## src/rtl/sfx_pkg.sv

```systemverilog
// sfx_pkg: shared types, effect IDs and per-effect tone/duration tables
// for the sound-effect sequencer.
package sfx_pkg;

  localparam int NUM_SFX = 4;
  localparam int HALF_W  = 17;
  localparam int FRAME_W = 5;

  typedef enum logic [1:0] {
    S_IDLE = 2'd0,
    S_PLAY = 2'd1,
    S_GAP  = 2'd2
  } sfx_state_e;

  // Effect IDs; a higher ID wins arbitration.
  localparam logic [1:0] WALL   = 2'd0;
  localparam logic [1:0] PADDLE = 2'd1;
  localparam logic [1:0] BLOCK  = 2'd2;
  localparam logic [1:0] LOST   = 2'd3;

  // Tone half-period in clock cycles, indexed by effect ID.
  localparam logic [HALF_W-1:0] HALF_PERIOD [NUM_SFX] =
    '{17'd20000, 17'd13333, 17'd10000, 17'd80000};

  // Effect length in video frames, indexed by effect ID.
  localparam logic [FRAME_W-1:0] DURATION [NUM_SFX] =
    '{5'd3, 5'd4, 5'd3, 5'd20};

  // Fixed-priority pick: ID of the highest set bit (0 when empty).
  function automatic logic [1:0] top_id(input logic [NUM_SFX-1:0] set);
    logic [1:0] id;
    id = 2'd0;
    for (int i = 0; i < NUM_SFX; i++) begin
      if (set[i]) begin
        id = i[1:0];
      end else begin
        id = id;
      end
    end
    return id;
  endfunction

  // One-hot mask for an effect ID.
  function automatic logic [NUM_SFX-1:0] id_mask(input logic [1:0] id);
    return 4'b0001 << id;
  endfunction

endpackage

```

## src/rtl/sfx_tone_gen.sv

```systemverilog
// sfx_tone_gen: square-wave generator. start_i restarts the wave high with
// a cleared phase counter, stop_i forces it low and idle. While running the
// output toggles every half_i cycles.
module sfx_tone_gen
  import sfx_pkg::*;
(
  input  logic              clk_i,
  input  logic              rst_i,
  input  logic              start_i,
  input  logic              stop_i,
  input  logic [HALF_W-1:0] half_i,
  output logic              audio_o
);

  logic [HALF_W-1:0] cnt_q, cnt_d;
  logic              audio_q, audio_d;
  logic              run_q, run_d;

  // Next-state: start/stop override, otherwise count and toggle at half-1.
  always_comb begin
    cnt_d   = cnt_q;
    audio_d = audio_q;
    run_d   = run_q;
    if (start_i) begin
      cnt_d   = '0;
      audio_d = 1'b1;
      run_d   = 1'b1;
    end else if (stop_i) begin
      cnt_d   = '0;
      audio_d = 1'b0;
      run_d   = 1'b0;
    end else if (run_q) begin
      // Written as cnt+1 >= half so a zero half-period cannot wrap.
      if ((cnt_q + 17'd1) >= half_i) begin
        cnt_d   = '0;
        audio_d = ~audio_q;
      end else begin
        cnt_d   = cnt_q + 17'd1;
      end
    end else begin
      cnt_d = cnt_q;
    end
  end

  // Tone registers with synchronous reset to silence.
  always_ff @(posedge clk_i) begin
    if (rst_i) begin
      cnt_q   <= '0;
      audio_q <= 1'b0;
      run_q   <= 1'b0;
    end else begin
      cnt_q   <= cnt_d;
      audio_q <= audio_d;
      run_q   <= run_d;
    end
  end

  assign audio_o = audio_q;

endmodule

```

## src/rtl/sfx_sequencer.sv

```systemverilog
// sfx_sequencer: arbitrates four game-event requesters onto one audio pin,
// queues one request per source and sequences PLAY / GAP phases timed by the
// frame tick. Build option: define SFX_PREEMPT_EN to let a higher-priority
// request cut into a playing effect; undefined, it is only queued.
module sfx_sequencer
  import sfx_pkg::*;
#(
  parameter int TONE_SHIFT = 0
) (
  input  logic               CLK,
  input  logic               RST,
  input  logic               FRAME_TICK,
  input  logic [NUM_SFX-1:0] REQ,
  output logic               AUDIO,
  output logic               BUSY,
  output logic [1:0]         ACTIVE_ID
);

  sfx_state_e         state_q, state_d;
  logic [NUM_SFX-1:0] pend_q, pend_d;
  logic [FRAME_W-1:0] frame_q, frame_d;
  logic [1:0]         id_q, id_d;
  logic               busy_q;

  logic [NUM_SFX-1:0] cand_s;
  logic [1:0]         win_s;
  logic               same_req_s;
  logic [NUM_SFX-1:0] other_req_s;
  logic               preempt_s;
  logic [1:0]         preempt_id_s;
  logic               tone_start_s;
  logic               tone_stop_s;
  logic [HALF_W-1:0]  half_s;

  assign cand_s      = pend_q | REQ;
  assign win_s       = top_id(cand_s);
  assign same_req_s  = |(REQ & id_mask(id_q));
  assign other_req_s = REQ & ~id_mask(id_q);
  assign half_s      = HALF_PERIOD[id_q] >> TONE_SHIFT;

`ifdef SFX_PREEMPT_EN
  logic [NUM_SFX-1:0] hi_req_s;
  // Requests strictly above the active effect's priority.
  assign hi_req_s     = REQ & ~((id_mask(id_q) << 1) - 4'd1);
  assign preempt_s    = |hi_req_s;
  assign preempt_id_s = top_id(hi_req_s);
`else
  assign preempt_s    = 1'b0;
  assign preempt_id_s = 2'd0;
`endif

  // Sequencer next-state: arbitration, queueing, frame timing, tone control.
  always_comb begin
    state_d      = state_q;
    pend_d       = pend_q;
    frame_d      = frame_q;
    id_d         = id_q;
    tone_start_s = 1'b0;
    tone_stop_s  = 1'b0;
    case (state_q)
      S_IDLE: begin
        if (|cand_s) begin
          state_d      = S_PLAY;
          id_d         = win_s;
          pend_d       = cand_s & ~id_mask(win_s);
          frame_d      = '0;
          tone_start_s = 1'b1;
        end else begin
          state_d = S_IDLE;
        end
      end
      S_PLAY: begin
        // Any other source requesting is queued; same-ID requests are not.
        pend_d = pend_q | other_req_s;
        if (preempt_s) begin
          // The preempted effect is dropped; the new one starts afresh.
          id_d         = preempt_id_s;
          pend_d       = (pend_q | other_req_s) & ~id_mask(preempt_id_s);
          frame_d      = '0;
          tone_start_s = 1'b1;
        end else if (same_req_s) begin
          // Retrigger restarts the duration only; a coincident tick counts.
          frame_d = FRAME_TICK ? 5'd1 : 5'd0;
        end else if (FRAME_TICK) begin
          if ((frame_q + 5'd1) >= DURATION[id_q]) begin
            state_d     = S_GAP;
            frame_d     = '0;
            tone_stop_s = 1'b1;
          end else begin
            frame_d = frame_q + 5'd1;
          end
        end else begin
          frame_d = frame_q;
        end
      end
      S_GAP: begin
        pend_d = pend_q | REQ;
        if (FRAME_TICK) begin
          state_d = S_IDLE;
        end else begin
          state_d = S_GAP;
        end
      end
      default: begin
        state_d     = S_IDLE;
        tone_stop_s = 1'b1;
      end
    endcase
  end

  // Sequencer state registers with synchronous reset.
  always_ff @(posedge CLK) begin
    if (RST) begin
      state_q <= S_IDLE;
      pend_q  <= '0;
      frame_q <= '0;
      id_q    <= 2'd0;
      busy_q  <= 1'b0;
    end else begin
      state_q <= state_d;
      pend_q  <= pend_d;
      frame_q <= frame_d;
      id_q    <= id_d;
      busy_q  <= (state_d != S_IDLE);
    end
  end

  sfx_tone_gen u_tone (
    .clk_i   (CLK),
    .rst_i   (RST),
    .start_i (tone_start_s),
    .stop_i  (tone_stop_s),
    .half_i  (half_s),
    .audio_o (AUDIO)
  );

  assign BUSY      = busy_q;
  assign ACTIVE_ID = id_q;

endmodule

```

## config.mk

```make
export PLATFORM = sky130hd
export DESIGN_NAME = sfx_sequencer
export DESIGN_NICKNAME = d
export VERILOG_FILES = /design/src/rtl/sfx_pkg.sv /design/src/rtl/sfx_tone_gen.sv /design/src/rtl/sfx_sequencer.sv
export SDC_FILE = /design/constraint.sdc
export NUM_CORES = 1
export LEC_CHECK = 0
export CORE_MARGIN = 4
export CORE_UTILIZATION = 55
export CTS_BUF_LIST = sky130_fd_sc_hd__clkbuf_8 sky130_fd_sc_hd__clkbuf_16
export CTS_CLUSTER_SIZE = 8
export DETAILED_ROUTE_END_ITERATION = 10
export GPL_TIMING_DRIVEN = 0
export PLACE_DENSITY = 0.84
export SYNTH_ARGS = -nofsm -noshare
export SYNTH_HDL_FRONTEND = slang
export SYNTH_SLANG_ARGS = --single-unit
```

## constraint.sdc

```tcl
create_clock -name CLK -period 5.1 [get_ports CLK]
set_input_delay 1.02 -clock CLK [delete_from_list [all_inputs] [get_ports CLK]]
set_output_delay 1.02 -clock CLK [all_outputs]
set_load 0.01 [all_outputs]
```

==> summary.md <==
| Metric | Value |
|---|---|
| Wire per inst | 16.3 um |
| Port bufs | 9 |
| Top cell type's share of synthesized area | 25.4% |
| Row count | 24 |
| CTS Buffer Depth | 2 |
| Area growth syn-to-layout | 9.87% |
| TritonRoute pass-1 iters | 5 |
| Global-route wire length before repair | 10,800 um |
| Total Wirelength | 6230 um |
| Worst-path fanout max | 10 |
| TNS Setup | 0 ns |
| Vias | 2,505 |
| CP Launch Type | flip-flop |
| F_max | 0.290 GHz |
| Total GRT Usage | 22.0% |
| Min-delay worst type | reg -> reg |
| Reg power frac | 39.7% |
| Synth area leaders | dfxtp_1, ha_1, o2111ai_1 |
| Share of layout cells above drive strength 1 | 10.6% |
| Switch Pwr | 0.241 mW |
| Final HPWL DP | 4660 um |
| Hold-fix buffers, CTS | 0 |
| Synth unique cells | 57 |
| Initial antenna violation count | 0 |
| Hold Fails Final Rpt | 0 |
| Grt total ovfl | 0 |
| Iter 0 DRT Violations | 290 |
| TritonCTS buffer count | 5 |
| Synthesized net count | 348 |
| Die Wd | 76.8 um |
| Slew Limit Fails | 0 |
| CP top delay family | compound AO/OA/AOI/OAI gates |
| Top post-synthesis cells by count | dfxtp_1, ha_1, nand2_1 |
| CTS tree | yes |
| Post-route cell area | 2860 um2 |
| Initial core utilization | 58.1% |
| Core ar. | 4470 um2 |
| Synthesized flop and latch total | 33 |
| CP required | 5.31 ns |
| CP endpoint kind | flip-flop |
| Post-placement setup slack | 1.60 ns |
| Worst slew pin tran | 0.553 ns |
| Number of top-level pins | 11 |
| Worst-skew pair later-pin latency | 0.29 ns |
| Rel. slew slack | 63.2% |
| Post-CTS Setup Bufs | 0 |
| Count leader, synth | dfxtp_1 |
| Internal power | 0.476 mW |
| Fraction of power spent switching nets | 33.6% |
| Routed Antenna Nets | 0 |
| YS warnings | 0 |
| Resized cells post-CTS | 0 |
| Post-synth top flop | dfxtp_1 |
| Die Height | 76.8 um |
| Area after DPL | 2760 um2 |
| Via density | 6.56 |
| Async SR Flop Fraction | 0% |
| Nets | 364 |
| Lkg Pwr | 1.05 nW |
| Final WS setup | 1.65 ns |
| Sequential cell area fraction in the yosys report | 25.4% |
| Mapped Area | 2600 um2 |
| Unrepaired setup endpoints after global routing | no |
| Die Area | 5890 um2 |
| Combinational power share | 29.6% |
| Pin count of the biggest net entering global routing | 11 |
| Synthesized instance count | 313 |
| Clk sinks | 33 |
| PwrDens | 251 nW/um2 |
| Setup CP Type | reg -> reg |
| # setup viols final | 0 |
| Number of synthesized flops with an enable pin | 0 |
| Worst VDD drop | 0.167 mV |
| Max Cap Viol | 0 |
| Vias in the first global route | 2,271 |
| Clk pwr share | 30.7% |
| Syn_area_per_cell | 8.31 um2 |
| Tcrit/Tclk final | 67.7% |
| Layout Utilization | 63.8% |
| Crit-path slowest cell | dfxtp_1 |
| Critical Path AT | 3.66 ns |
| Clk root buf | clkbuf_8 |
| Outcome | complete, no violations |
| H-tree levels | 2 |
| Min Tclk post-route | 3.45 ns |
| ANT cells | 0 |
| Setup Skew | 0.00540 ns |
| Worst path cell trace | ha_1 > nand3_1 > nor2_1 > nand4_1 > xnor2_1 > ha_1 > a21o_1 > a21o_1 > a21oi_1 > o31ai_1 > a21oi_2 > buf_2 > o2111ai_1 > a21oi_1 |
| Hold_ws | 0.486 ns |
| Clock transition at the registers of the reported paths | 0.07 ns |
| DRC | 0 |
| Yosys top cell by area | dfxtp_1 |
| Routability-driven placement congestion ratio | 0.961 |
| Slowest stage delay, CP | 0.46 ns |
| Bufs and invs on worst path | 1 |
==> through the flow <==
stage          std cells  power, mW
2_1_floorplan        313      0.437
3_3_place_gp         374      0.492
3_5_place_dp         374      0.497
4_1_cts              382      0.717
5_1_grt              382      0.759
6_report             382      0.717
==> layout by cell type, fill, tap and decap left out, types with 2 or more instances in the layout <==
cell,synthesis,final
o31ai_1,3,3
a22oi_1,4,4
a41oi_1,2,2
clkdlybuf4s50_1,0,9
and4_1,2,2
nor3_1,8,8
a31o_2,2,2
or4_1,2,2
inv_1,17,17
o21ai_2,2,2
o2111ai_1,20,20
o21ai_0,5,5
clkbuf_8,0,7
a21o_1,3,3
nand2_1,25,25
buf_6,2,2
and3_2,3,3
dfxtp_1,33,33
xnor2_1,15,15
ha_1,28,28
xor2_1,2,2
buf_2,6,6
nor2_1,22,22
a21oi_1,16,16
nor4_1,4,4
nand3_1,19,19
nor2b_1,4,4
a31oi_1,2,2
nand4_1,7,7
o221ai_1,2,2
a211oi_1,8,8
o21a_1,2,2
nand2b_1,4,4
o211ai_1,5,5
a2111oi_0,2,2
clkbuf_1,8,8
or2_2,2,2
==> sequential cells by signal, indices dropped and copies added, names as in the netlist <==
| register | count |
|---|---|
| state_q | 2 |
| u_tone.run_q | 1 |
| BUSY | 1 |
| pend_q | 4 |
| u_tone.audio_o | 1 |
| u_tone.cnt_q | 17 |
| ACTIVE_ID | 2 |
| frame_q | 5 |
==> per-layer routing <==
layer / track usage, % / routed length (um) / up-vias
met2: 33.4 / 2800 / 112
met3: 4.10 / 422 / 16
met1: 30.8 / 2880 / 1159
met4: 7.79 / 125 / 0
li1: - / - / 1218
met5: 0 / 0 / -
==> tightest hold or removal path, stage by stage (launching register included) <==
cell     delay (ns)
dfxtp_1        0.32
nand2_1        0.06
a21oi_1        0.05
==> worst paths after layout <==
kind	slack, ns	endpoint	from	cells after the start
setup / recovery	1.65	u_tone.cnt_q[3]	u_tone.cnt_q[0]	14
hold / removal	0.49	u_tone.cnt_q[16]	u_tone.cnt_q[16]	2
setup reg to reg	1.65	u_tone.cnt_q[3]	u_tone.cnt_q[0]	14
hold reg to reg	0.49	u_tone.cnt_q[16]	u_tone.cnt_q[16]	2
==> final cells by class <==
| cell class | count | area (um2) |
|---|---|---|
| Clock inverter | 1 | 5.00 |
| Multi-Input combinational cell | 245 | 1770 |
| Tap cell | 52 | 65.1 |
| Buffer | 18 | 105 |
| Fill cell | 373 | 1620 |
| Sequential cell | 33 | 661 |
| Inverter | 17 | 63.8 |
| Timing Repair Buffer | 9 | 90.1 |
| Clock buffer | 7 | 96.3 |
==> logic make-up (layout without fill, tap and decap cells) <==
group	count (synthesis)	in the layout	share of synthesized area [%]
buffers and inverters	35	52	6.50
xor gates and xnor gates	17	17	5.73
and+or+nand+nor	112	112	23.1
adders and majority gates	28	28	13.5
DFF	33	33	25.4
muxes	1	1	0.385
AOI/OAI and AO/OA	87	87	25.4
==> power by group through the flow <==
stage	Combinational, mW	Clock (mW)	Sequential, mW
after floorplan	0.147	0	0.290
after global placement	0.202	0	0.290
after detailed placement	0.207	0	0.290
after CTS	0.209	0.223	0.284
after global routing	0.233	0.238	0.287
final	0.212	0.220	0.285
Note: power is estimated with default switching activity, not from simulation.
